## src/rtl/uart_tx_scheduler_pkg.sv

```systemverilog
// Shared types and helpers for the UART transmit scheduler.
package uart_tx_scheduler_pkg;

    typedef enum logic [3:0] {
        ST_IDLE      = 4'b0001,
        ST_ISSUE     = 4'b0010,
        ST_WAIT_BUSY = 4'b0100,
        ST_WAIT_IDLE = 4'b1000
    } state_t;

    // LSB position of requester k's message inside the packed message bus.
    function automatic int unsigned msg_slice_lsb(
        input int unsigned k,
        input int unsigned nbytes,
        input int unsigned data_bits
    );
        return k * nbytes * data_bits;
    endfunction

endpackage

```

## src/rtl/uart_tx_scheduler_rr_arbiter.sv

```systemverilog
// Combinational round-robin arbiter: search starts at i_pointer and wraps upward.
module rr_arbiter #(
    parameter int unsigned NREQ = 2,
    parameter int unsigned PW   = $clog2(NREQ)
) (
    input  logic [NREQ-1:0] i_req,
    input  logic [PW-1:0]   i_pointer,
    output logic [NREQ-1:0] o_grant,
    output logic [PW-1:0]   o_index,
    output logic            o_valid
);

    logic [PW:0]   sum;
    logic [PW-1:0] idx;

    always_comb begin
        o_grant = '0;
        o_index = '0;
        o_valid = 1'b0;
        sum     = '0;
        idx     = '0;
        for (int unsigned off = 0; off < NREQ; off++) begin
            sum = {1'b0, i_pointer} + (PW+1)'(off);
            if (sum >= (PW+1)'(NREQ)) begin
                sum = sum - (PW+1)'(NREQ);
            end
            idx = sum[PW-1:0];
            if (!o_valid && i_req[idx]) begin
                o_valid      = 1'b1;
                o_grant[idx] = 1'b1;
                o_index      = idx;
            end
        end
    end

endmodule

```

## src/rtl/uart_tx_scheduler.sv

```systemverilog
// Round-robin scheduler sharing one UART transmitter between NREQ fixed-length
// message sources; feeds bytes LSByte first over the data/data-ready/available handshake.
module uart_tx_scheduler
    import uart_tx_scheduler_pkg::*;
#(
    parameter int unsigned NREQ         = 2,
    parameter int unsigned DATA_BITS    = 8,
    parameter int unsigned NBYTES       = 2,
    parameter int unsigned BUSY_TIMEOUT = 4
) (
    input  logic                            i_clock,
    input  logic                            i_reset,
    input  logic [NREQ-1:0]                 i_req,
    input  logic [NREQ*NBYTES*DATA_BITS-1:0] i_msg,
    output logic [NREQ-1:0]                 o_grant,
    output logic [NREQ-1:0]                 o_done,
    output logic                            o_busy,
    input  logic                            i_tx_available,
    output logic [DATA_BITS-1:0]            o_tx_data,
    output logic                            o_tx_data_ready
);

    localparam int unsigned MSG_BITS = NBYTES * DATA_BITS;
    localparam int unsigned PW       = $clog2(NREQ);
    localparam int unsigned CW       = $clog2(NBYTES) + 1;
    localparam int unsigned TW       = $clog2(BUSY_TIMEOUT + 1);

    state_t                state_q, state_d;
    logic [MSG_BITS-1:0]   buffer_q, buffer_d;
    logic [CW-1:0]         byte_cnt_q, byte_cnt_d;
    logic [TW-1:0]         tmo_q, tmo_d;
    logic [PW-1:0]         pointer_q, pointer_d;
    logic [PW-1:0]         owner_q, owner_d;
    logic [NREQ-1:0]       grant_d, done_d;
    logic [DATA_BITS-1:0]  tx_data_d;
    logic                  tx_ready_d;

    logic [NREQ-1:0]       arb_grant;
    logic [PW-1:0]         arb_index;
    logic                  arb_valid;
    logic [MSG_BITS-1:0]   winner_msg;

    rr_arbiter #(
        .NREQ (NREQ),
        .PW   (PW)
    ) u_arbiter (
        .i_req     (i_req),
        .i_pointer (pointer_q),
        .o_grant   (arb_grant),
        .o_index   (arb_index),
        .o_valid   (arb_valid)
    );

    always_comb begin
        winner_msg = '0;
        for (int unsigned k = 0; k < NREQ; k++) begin
            if (arb_index == PW'(k)) begin
                winner_msg = i_msg[msg_slice_lsb(k, NBYTES, DATA_BITS) +: MSG_BITS];
            end
        end
    end

    always_comb begin
        state_d    = state_q;
        buffer_d   = buffer_q;
        byte_cnt_d = byte_cnt_q;
        tmo_d      = tmo_q;
        pointer_d  = pointer_q;
        owner_d    = owner_q;
        tx_data_d  = o_tx_data;
        grant_d    = '0;
        done_d     = '0;
        tx_ready_d = 1'b0;
        unique case (state_q)
            ST_IDLE: begin
                if (arb_valid) begin
                    buffer_d   = winner_msg;
                    byte_cnt_d = '0;
                    owner_d    = arb_index;
                    grant_d    = arb_grant;
                    state_d    = ST_ISSUE;
                end
            end
            ST_ISSUE: begin
                if (i_tx_available) begin
                    tx_data_d  = buffer_q[DATA_BITS-1:0];
                    tx_ready_d = 1'b1;
                    tmo_d      = '0;
                    state_d    = ST_WAIT_BUSY;
                end
            end
            ST_WAIT_BUSY: begin
                // The transmitter may have missed the strobe; re-issue the same byte after the timeout.
                if (!i_tx_available) begin
                    state_d = ST_WAIT_IDLE;
                end else if (tmo_q >= TW'(BUSY_TIMEOUT - 1)) begin
                    state_d = ST_ISSUE;
                end else if (tmo_q != TW'(BUSY_TIMEOUT)) begin
                    tmo_d = tmo_q + 1'b1;
                end
            end
            ST_WAIT_IDLE: begin
                if (i_tx_available) begin
                    if (byte_cnt_q == CW'(NBYTES - 1)) begin
                        done_d    = NREQ'(1) << owner_q;
                        pointer_d = (owner_q == PW'(NREQ - 1)) ? '0 : owner_q + 1'b1;
                        state_d   = ST_IDLE;
                    end else begin
                        buffer_d   = buffer_q >> DATA_BITS;
                        byte_cnt_d = byte_cnt_q + 1'b1;
                        state_d    = ST_ISSUE;
                    end
                end
            end
            default: begin
                state_d = ST_IDLE;
            end
        endcase
    end

    always_ff @(posedge i_clock) begin
        if (i_reset) begin
            state_q         <= ST_IDLE;
            buffer_q        <= '0;
            byte_cnt_q      <= '0;
            tmo_q           <= '0;
            pointer_q       <= '0;
            owner_q         <= '0;
            o_grant         <= '0;
            o_done          <= '0;
            o_busy          <= 1'b0;
            o_tx_data       <= '0;
            o_tx_data_ready <= 1'b0;
        end else begin
            state_q         <= state_d;
            buffer_q        <= buffer_d;
            byte_cnt_q      <= byte_cnt_d;
            tmo_q           <= tmo_d;
            pointer_q       <= pointer_d;
            owner_q         <= owner_d;
            o_grant         <= grant_d;
            o_done          <= done_d;
            o_busy          <= (state_d != ST_IDLE);
            o_tx_data       <= tx_data_d;
            o_tx_data_ready <= tx_ready_d;
        end
    end

endmodule
```

## config.mk

```make
export PLATFORM = sky130hd
export DESIGN_NAME = uart_tx_scheduler
export DESIGN_NICKNAME = d
export VERILOG_FILES = /design/src/rtl/uart_tx_scheduler_pkg.sv /design/src/rtl/uart_tx_scheduler_rr_arbiter.sv /design/src/rtl/uart_tx_scheduler.sv
export SDC_FILE = /design/constraint.sdc
export NUM_CORES = 1
export LEC_CHECK = 0
export ABC_AREA = 1
export CORE_ASPECT_RATIO = 1.4
export CORE_MARGIN = 8
export CORE_UTILIZATION = 25
export DETAILED_ROUTE_END_ITERATION = 10
export SYNTH_ARGS = -nofsm -noshare
export SYNTH_HDL_FRONTEND = slang
export SYNTH_SLANG_ARGS = --single-unit
```

## constraint.sdc

```tcl
create_clock -name i_clock -period 1.7 [get_ports i_clock]
set_input_delay 0.255 -clock i_clock [delete_from_list [all_inputs] [get_ports i_clock]]
set_output_delay 0.255 -clock i_clock [all_outputs]
set_load 0.05 [all_outputs]
```

==> results of run 1 <==
-- registers in the layout, summed over array words and instances, names as in the netlist, 2 cells and up --
register and count:
o_done 2, tmo_q 3, o_grant 2, o_tx_data 8, byte_cnt_q 2, state_q 4, buffer_q 16
-- cells in the final DEF, fill, tap and decap left out, types with 2 or more instances in the layout --
cell,Yosys,layout
sky130_fd_sc_hd__dfxtp_1,41,41
sky130_fd_sc_hd__inv_1,44,44
sky130_fd_sc_hd__o21ai_2,2,2
sky130_fd_sc_hd__ha_1,4,4
sky130_fd_sc_hd__nand2_1,115,115
sky130_fd_sc_hd__clkbuf_16,0,5
sky130_fd_sc_hd__buf_4,0,18
sky130_fd_sc_hd__nand4_1,3,3
sky130_fd_sc_hd__o21ai_0,8,8
sky130_fd_sc_hd__nor2_1,30,30
sky130_fd_sc_hd__nor2_2,4,4
sky130_fd_sc_hd__a21oi_1,21,21
sky130_fd_sc_hd__nor3_1,2,2
sky130_fd_sc_hd__inv_2,2,2
sky130_fd_sc_hd__nand3_1,19,19
sky130_fd_sc_hd__clkdlybuf4s50_1,0,36
sky130_fd_sc_hd__nand2_2,2,2
-- metrics by stage --
step                utilization (%)  setup slack (ps)  setup TNS, ps
detailed placement             32.6             -54.5           -282
CTS                            34.6               183              0
finish                         34.6               166              0
global placement               32.6             -16.9          -84.8
global route                   34.6              26.1              0
floorplan                         -               371              0
-- layout make-up --
class	instances	area, µm²
Sequential cell	41	821
Tap cell	102	128
Multi-Input combinational cell	217	978
Inverter	48	183
Timing Repair Buffer	55	515
Clock inverter	2	35.0
Clock buffer	5	125
Fill cell	893	5270
-- per-layer routing --
metal,vias to the layer above,wire length [µm]
met5,-,0
met4,0,99
met3,6,204
met2,41,2620
met1,883,2330
li1,1068,-
-- synthesized netlist by cell type, types with 3 or more instances --
| cell type | n | area, µm² |
|---|---|---|
| sky130_fd_sc_hd__a21oi_1 | 21 | 105 |
| sky130_fd_sc_hd__buf_2 | 3 | 15.0 |
| sky130_fd_sc_hd__clkbuf_1 | 3 | 11.3 |
| sky130_fd_sc_hd__dfxtp_1 | 41 | 821 |
| sky130_fd_sc_hd__ha_1 | 4 | 50.1 |
| sky130_fd_sc_hd__inv_1 | 44 | 165 |
| sky130_fd_sc_hd__nand2_1 | 115 | 432 |
| sky130_fd_sc_hd__nand3_1 | 19 | 95.1 |
| sky130_fd_sc_hd__nand4_1 | 3 | 18.8 |
| sky130_fd_sc_hd__nor2_1 | 30 | 113 |
| sky130_fd_sc_hd__nor2_2 | 4 | 25.0 |
| sky130_fd_sc_hd__o21ai_0 | 8 | 40.0 |
-- power groups by stage --
stage | Combinational (W) | Sequential (W) | Clock (W)
2_1_floorplan | 0.000318 | 0.00115 | 0
3_3_place_gp | 0.000538 | 0.00110 | 0
3_5_place_dp | 0.000542 | 0.00110 | 0
4_1_cts | 0.000545 | 0.00108 | 0.00106
5_1_grt | 0.000608 | 0.00109 | 0.00110
6_report | 0.000539 | 0.00108 | 0.00105
-- path summary, 6_finish.rpt --
check	startpoint	end	slack (ps)	cells past startpoint
max	tmo_q[0]	tmo_q[1]	170	8
min reg2reg	buffer_q[2]	o_tx_data[2]	450	2
min	buffer_q[2]	o_tx_data[2]	450	2
max reg2reg	tmo_q[0]	tmo_q[1]	170	8
-- worst reg2reg max path, delay by kind of cell, from the launching register on --
family                     cells  cell delay [ps]
AOI/OAI and AO/OA              1              290
and+or+nand+nor                4              360
DFF                            1              340
adders and majority gates      2              400
buffers and inverters          1               70
-- cells by family (layout without fill, tap and decap cells) --
| kind of cell | count (synthesis) | after routing |
|---|---|---|
| simple gates | 179 | 179 |
| buf+inv | 57 | 110 |
| flops | 41 | 41 |
| fa+ha+maj | 4 | 4 |
| compound gates | 34 | 34 |
==> summary.md, run 1 <==
| Metric | Value |
|---|---|
| Outcome | `completed` |
| Vert. Die Dim | `123 µm` |
| Count of pins over their slew limit | `0` |
| First-pass iteration count of the detailed router | `4` |
| Number of failing setup endpoints in the final timing report | `0` |
| TritonCTS clock tree | `yes` |
| Tightest Pin Transition | `737 ps` |
| Peak supply drop | `around 0.00042 V` |
| Inserted Diodes | `0` |
| Fraction of synthesized cell area in xor and xnor cells | `0%` |
| Yosys reg bits | `41` |
| Cell Chain, Critical Path | `ha_1 -> ha_1 -> inv_1 -> nand3_1 -> o21ai_2 -> nand3_1 -> nand2_1 -> nor2_1` |
| Post-synthesis net count | `356` |
| Largest family of logic cells by synthesized area | `simple AND/OR/NAND/NOR gates` |
| Clock edge transition at the registers on the reported setup and hold paths | `60 ps` |
| Global-route wire length before repair | `9.12 mm` |
| Class of the most critical setup path | `flop to flop` |
| Number of clock buffers inserted by TritonCTS | `5` |
| Number of nets with antenna violations after routing | `0` |
| Worst path arrival time | `1710 ps` |
| Global routing usage on met2 | `17.7%` |
| CP top delay family | `adder cells` |
| Cell type of the slowest stage on the worst timing path | `sky130_fd_sc_hd__dfxtp_1` |
| Proportion of synthesized chip area in sequential cells | `40.3%` |
| Maximum clock frequency | `652 MHz` |
| Largest fanout on the critical path | `7` |
| Final RePlAce weighted congestion | `0.816` |
| Clock root buffer | `sky130_fd_sc_hd__clkbuf_16` |
| Via/cell ratio | `4.25` |
| Sw Ratio | `27.1%` |
| Global-route met1 utilization | `10.7%` |
| Combinational group share of total power | `20.2%` |
| Minimum clock period after layout | `~1500 ps` |
| Count of placed standard cells including taps | `463` |
| Number of buffers inserted by port buffering | `50` |
| Count of buffers added by post-CTS timing repair for setup | `0` |
| Data required time of the critical path | `1880 ps` |
| Net switching power | `0.000724 W` |
| Synth Area in Simple Gates | `36.7%` |
| Areal power density over the cells | `between 900 and 1000 nW/µm²` |
| Pin count of the biggest net entering global routing | `27` |
| P_int | `0.00194 W` |
| Initial antenna violation count | `0` |
| Static Leak | `1.35 nW` |
| Clock tree buffer depth | `2` |
| Synth Area in Adders | `2.46%` |
| Share of cells above drive strength 1 | `10.6%` |
| M3 GR Usage | `2.08%` |
| Summed instance area of the synthesized netlist | `2030 µm²` |
| Maxcap violations | `0` |
| Kind of end point of the critical path | `flop` |
| Standard cell core area | `between 8000 and 9000 µm²` |
| DRC violations left | `0` |
| Average routed wire per standard cell | `11.2 µm` |
| Proportion of register bits with asynchronous set or reset after synthesis | `0%` |
| Quantity of hold-fixing buffers added after cts | `0` |
| Yosys warns | `0` |
| Compound-Gate Fraction of Synth Area | `8.92%` |
| Standard cell area after detailed placement | `2630 µm²` |
| Number of standard cells in the final layout excluding fillers | `470` |
| Number of rows created at floorplan | `39` |
| Count of distinct cell types in the synthesized netlist | `27` |
| Final Hold Slack | `between 400 and 500 ps` |
| Chip Width | `between 90 and 100 µm` |
| Total wire length after detailed routing | `5.25 mm` |
| Startpoint kind of the worst setup timing path | `flop` |
| Number of levels the H-tree was split into | `2` |
| DP Wirelength | `4.04 mm` |
| Crit share post-route | `90.3%` |
| Gate Count Post-Synth | `315` |
| Global-route usage over all layers | `9.82%` |
| I/O pin count | `51` |
| Maximum cell stage delay along the critical path | `340 ps` |
| EDFF count, synth | `0` |
| Sum of buffers and inverters on the critical path | `1` |
| Post-cts resize count | `0` |
| Full die area | `between 10,000 and 15,000 µm²` |
| Sequential Power Share | `approximately two fifths` |
| Leading register cell type out of synthesis | `sky130_fd_sc_hd__dfxtp_1` |
| Post-layout power | `between 0.002 and 0.003 W` |
| Path type of the worst min-delay path | `flop to flop` |
| Multiplexer share of the synthesized area | `0%` |
| RSZ-0062 raised after global routing | `false` |
| Worst max-slew margin expressed relative to the limit | `50.8%` |
| Nets | `409` |
| Clock share of power | `39.2%` |
| Clock tree sinks | `41` |
| Finished Cell Area | `2790 µm²` |
| Avg Inst Size Synth | `6.46 µm²` |
| Starting Density | `25.3%` |
| Synthesis-to-finish area growth | `36.9%` |
| GR peak layer | `met2` |
| Hold Fails Final Rpt | `0` |
| DRC violation total after the first TritonRoute iteration | `128` |
| Vias in the first global route | `between 2k and 2.5k` |
| Vias | `roughly 2.0k` |
| Insertion delay of the later-clocked pin in the worst-skew pair | `280 ps` |
| Largest clock skew in the final design | `just under 7 ps` |
| Leftover overflow at the end of global routing | `0` |
No activity file was read; power rests on OpenSTA's default activity.
==> run 2: changes to the inputs <==
Settings changed: GPL_TIMING_DRIVEN from default to 0.
==> run 2 against run 1 <==
  * Worst setup slack lost 110 ps
  * Register-to-register slack barely moved
  * Cell count grew 1.9%
  * Maximum frequency down 6.9%
  * Utilization is 1.3 points higher
  * Clock skew shrank 4.2 ps
  * Via count fell by 0.45%
  * First-iteration DRC count grew 24%
  * Power is 1.5% higher
  * Global-route usage is essentially flat
  * Critical endpoint is now o_done[1]
  * Largest cell class unchanged
==> summary.md, run 2 (synthesized netlist as in run 1, its figures left out) <==
| Metric | Value |
|---|---|
| Outcome | `completed` |
| Chip Width | `92.2 µm (unchanged)` |
| Clock edge transition at the registers on the reported setup and hold paths | `60 ps (about the same)` |
| I/O pin count | `51 (unchanged)` |
| Inserted Diodes | `0 (unchanged)` |
| Most common library cell in the layout ignoring fill and taps | `sky130_fd_sc_hd__nand2_1` |
| Starting Density | `25.3% (unchanged)` |
| DRC violation total after the first TritonRoute iteration | `159 (+24%)` |
| Largest fanout on the critical path | `1 (-6)` |
| Final RePlAce weighted congestion | `0.784 (-3.9%)` |
| Vert. Die Dim | `123 µm (unchanged)` |
| RSZ-0062 raised after global routing | `false` |
| Number of gates on the worst path with buffers counted | `1 (-7)` |
| Number of fillers in the final layout | `872 (-2.4%)` |
| Average routed wire per standard cell | `10.9 µm (-2.9%)` |
| Standard cell area after detailed placement | `2650 µm² (+1.0%)` |
| Static Leak | `1.49 nW (+10%)` |
| Cell Chain, Critical Path | `clkdlybuf4s50_1` |
| Maxcap violations | `0 (unchanged)` |
| Initial antenna violation count | `0 (unchanged)` |
| Count of pins over their slew limit | `0 (unchanged)` |
| Number of nets with antenna violations after routing | `0 (unchanged)` |
| Via/cell ratio | `4.15 (-2.3%)` |
| First element of the critical path | `o_done[1]` |
| Worst path setup slack after routing | `51.8 ps (-114 ps)` |
| TritonCTS clock tree | `yes` |
| Finished Cell Area | `2890 µm² (+3.7%)` |
| Full die area | `11,300 µm² (unchanged)` |
| Clock root buffer | `sky130_fd_sc_hd__clkbuf_16` |
| DRC violations left | `0 (unchanged)` |
| Global-route usage over all layers | `9.78% (-0.039 points)` |
| Leftover overflow at the end of global routing | `0 (unchanged)` |
| DP Wirelength | `4.03 mm (about the same)` |
| Pre-CTS setup slack | `-309 ps (-255 ps)` |
| Crit share post-route | `97.0% (+6.7 points)` |
| Insertion delay of the later-clocked pin in the worst-skew pair | `280 ps (about the same)` |
| Total wire length after detailed routing | `5.20 mm (-1.0%)` |
| Commonest cells after routing, fill and taps aside | `sky130_fd_sc_hd__nand2_1, sky130_fd_sc_hd__inv_1, sky130_fd_sc_hd__dfxtp_1, sky130_fd_sc_hd__clkdlybuf4s50_1, sky130_fd_sc_hd__nor2_1` |
| Worst max-slew margin expressed relative to the limit | `65.3% (+15 points)` |
| Synthesis-to-finish area growth | `41.9%` |
| Vias | `1,989 (-0.45%)` |
| Last element of the critical path | `o_done[1]` |
| Minimum clock period after layout | `1650 ps (+114 ps)` |
| First-pass iteration count of the detailed router | `4 (unchanged)` |
| Peak supply drop | `0.000352 V (-17%)` |
| Startpoint kind of the worst setup timing path | `flop` |
| Reg-to-Reg End | `tmo_q[2]` |
| Clock tree sinks | `41 (unchanged)` |
| Post-layout power | `0.00271 W (+1.5%)` |
| Number of buffers inserted by port buffering | `49 (-2.0%)` |
| Number of rows created at floorplan | `39 (unchanged)` |
| Reg2reg start | `state_q[0]` |
| Pin count of the biggest net entering global routing | `14 (-48%)` |
| Clock tree buffer depth | `2 (unchanged)` |
| Global-route wire length before repair | `9.11 mm (about the same)` |
| Maximum cell stage delay along the critical path | `800 ps (+460 ps)` |
| Number of standard cells in the final layout excluding fillers | `479 (+1.9%)` |
| Internal reg-to-reg setup slack | `170 ps (about the same)` |
| Standard cell core area | `8050 µm² (unchanged)` |
| Worst path arrival time | `1390 ps (-320 ps)` |
| Kind of end point of the critical path | `primary output` |
| Number of failing setup endpoints in the final timing report | `0 (unchanged)` |
| Share of cells above drive strength 1 | `7.96% (-2.6 points)` |
| Class of the most critical setup path | `flop to primary output` |
| Worst Reg-to-Reg Cells | `8 (unchanged)` |
| Path type of the worst min-delay path | `primary input to flop` |
| Count of placed standard cells including taps | `466 (+0.65%)` |
| Accumulated negative setup slack | `0 ps (unchanged)` |
| Areal power density over the cells | `938 nW/µm² (-2.1%)` |
| Number of flip-flops under the largest register name | `16 (unchanged)` |
| Nets | `417 (+2.0%)` |
| Hold Fails Final Rpt | `0 (unchanged)` |
| Maximum clock frequency | `607 MHz (-6.9%)` |
| Tightest Pin Transition | `519 ps (-218 ps)` |
| Number of levels the H-tree was split into | `2 (unchanged)` |
| Vias in the first global route | `1,982 (-2.8%)` |
| Cell type of the slowest stage on the worst timing path | `sky130_fd_sc_hd__clkdlybuf4s50_1` |
| Number of clock buffers inserted by TritonCTS | `5 (unchanged)` |
| Largest clock skew in the final design | `2.72 ps (-4.17 ps)` |
| Data required time of the critical path | `1440 ps (-440 ps)` |
| Registers with the most flip-flops | `buffer_q x16, o_tx_data x8, state_q x4` |
| Sum of buffers and inverters on the critical path | `1 (unchanged)` |
| Register ranked first by flip-flop count | `buffer_q` |
| CP top delay family | `buffers and inverters` |
## run 2: final cells by class
cell class	instances	area, µm²	share of cell area [%]
Sequential cell	41	821	28.4
Buffer	9	52.6	1.82
Clock inverter	2	38.8	1.34
Multi-Input combinational cell	217	986	34.1
Inverter	48	185	6.41
Timing Repair Buffer	54	548	19.0
Tap cell	102	128	4.42
Clock buffer	6	129	4.46
## run 2: worst min-delay path by stage
| stage | startpoint | to | slack, ps | cells past startpoint |
|---|---|---|---|---|
| final | i_reset | buffer_q[9] | 380 | 2 |
| after global routing | i_reset | buffer_q[9] | 420 | 2 |
| after CTS | i_reset | buffer_q[9] | 370 | 2 |
| after detailed placement | buffer_q[1] | o_tx_data[1] | 450 | 2 |
| after global placement | buffer_q[1] | o_tx_data[1] | 440 | 2 |
| after floorplan | i_tx_available | state_q[3] | 330 | 1 |
## run 2: report_power, final
group	switching, W	internal (W)	total, W
clock	0.000367	0.000695	0.00106
combinational	0.000328	0.000239	0.000567
sequential	0.0000333	0.00105	0.00108
## run 2: routing by layer
| metal | part of all wire (%) | GRT usage [%] |
|---|---|---|
| met5 | 0 | 0 |
| met4 | 1.3 | 3.64 |
| met3 | 3.4 | 2.33 |
| met2 | 50 | 17.3 |
| met1 | 46 | 11.1 |
## run 2: timing repair
item	in CTS	in global routing
gates resized for setup	1	9
endpoints found under the setup margin	5	11
hold buffers	0	0
hold endpoints to repair	0	0
pin swaps	0	1
buffers inserted	0	5
## run 2: per-stage QoR
stage | utilization, % | hold slack (ps)
2_1_floorplan | - | 334
3_3_place_gp | 32.9 | 443
3_5_place_dp | 32.9 | 445
4_1_cts | 35.1 | 375
5_1_grt | 35.9 | 420
6_report | 35.9 | 377
==> run 3: changes to the inputs <==
Settings changed: ABC_CLOCK_PERIOD_IN_PS from default to 1700, CTS_CLUSTER_SIZE from default to 10.
==> results of run 3 <==
Same layout as run 2: the final DEF is identical, and so are final timing and power.
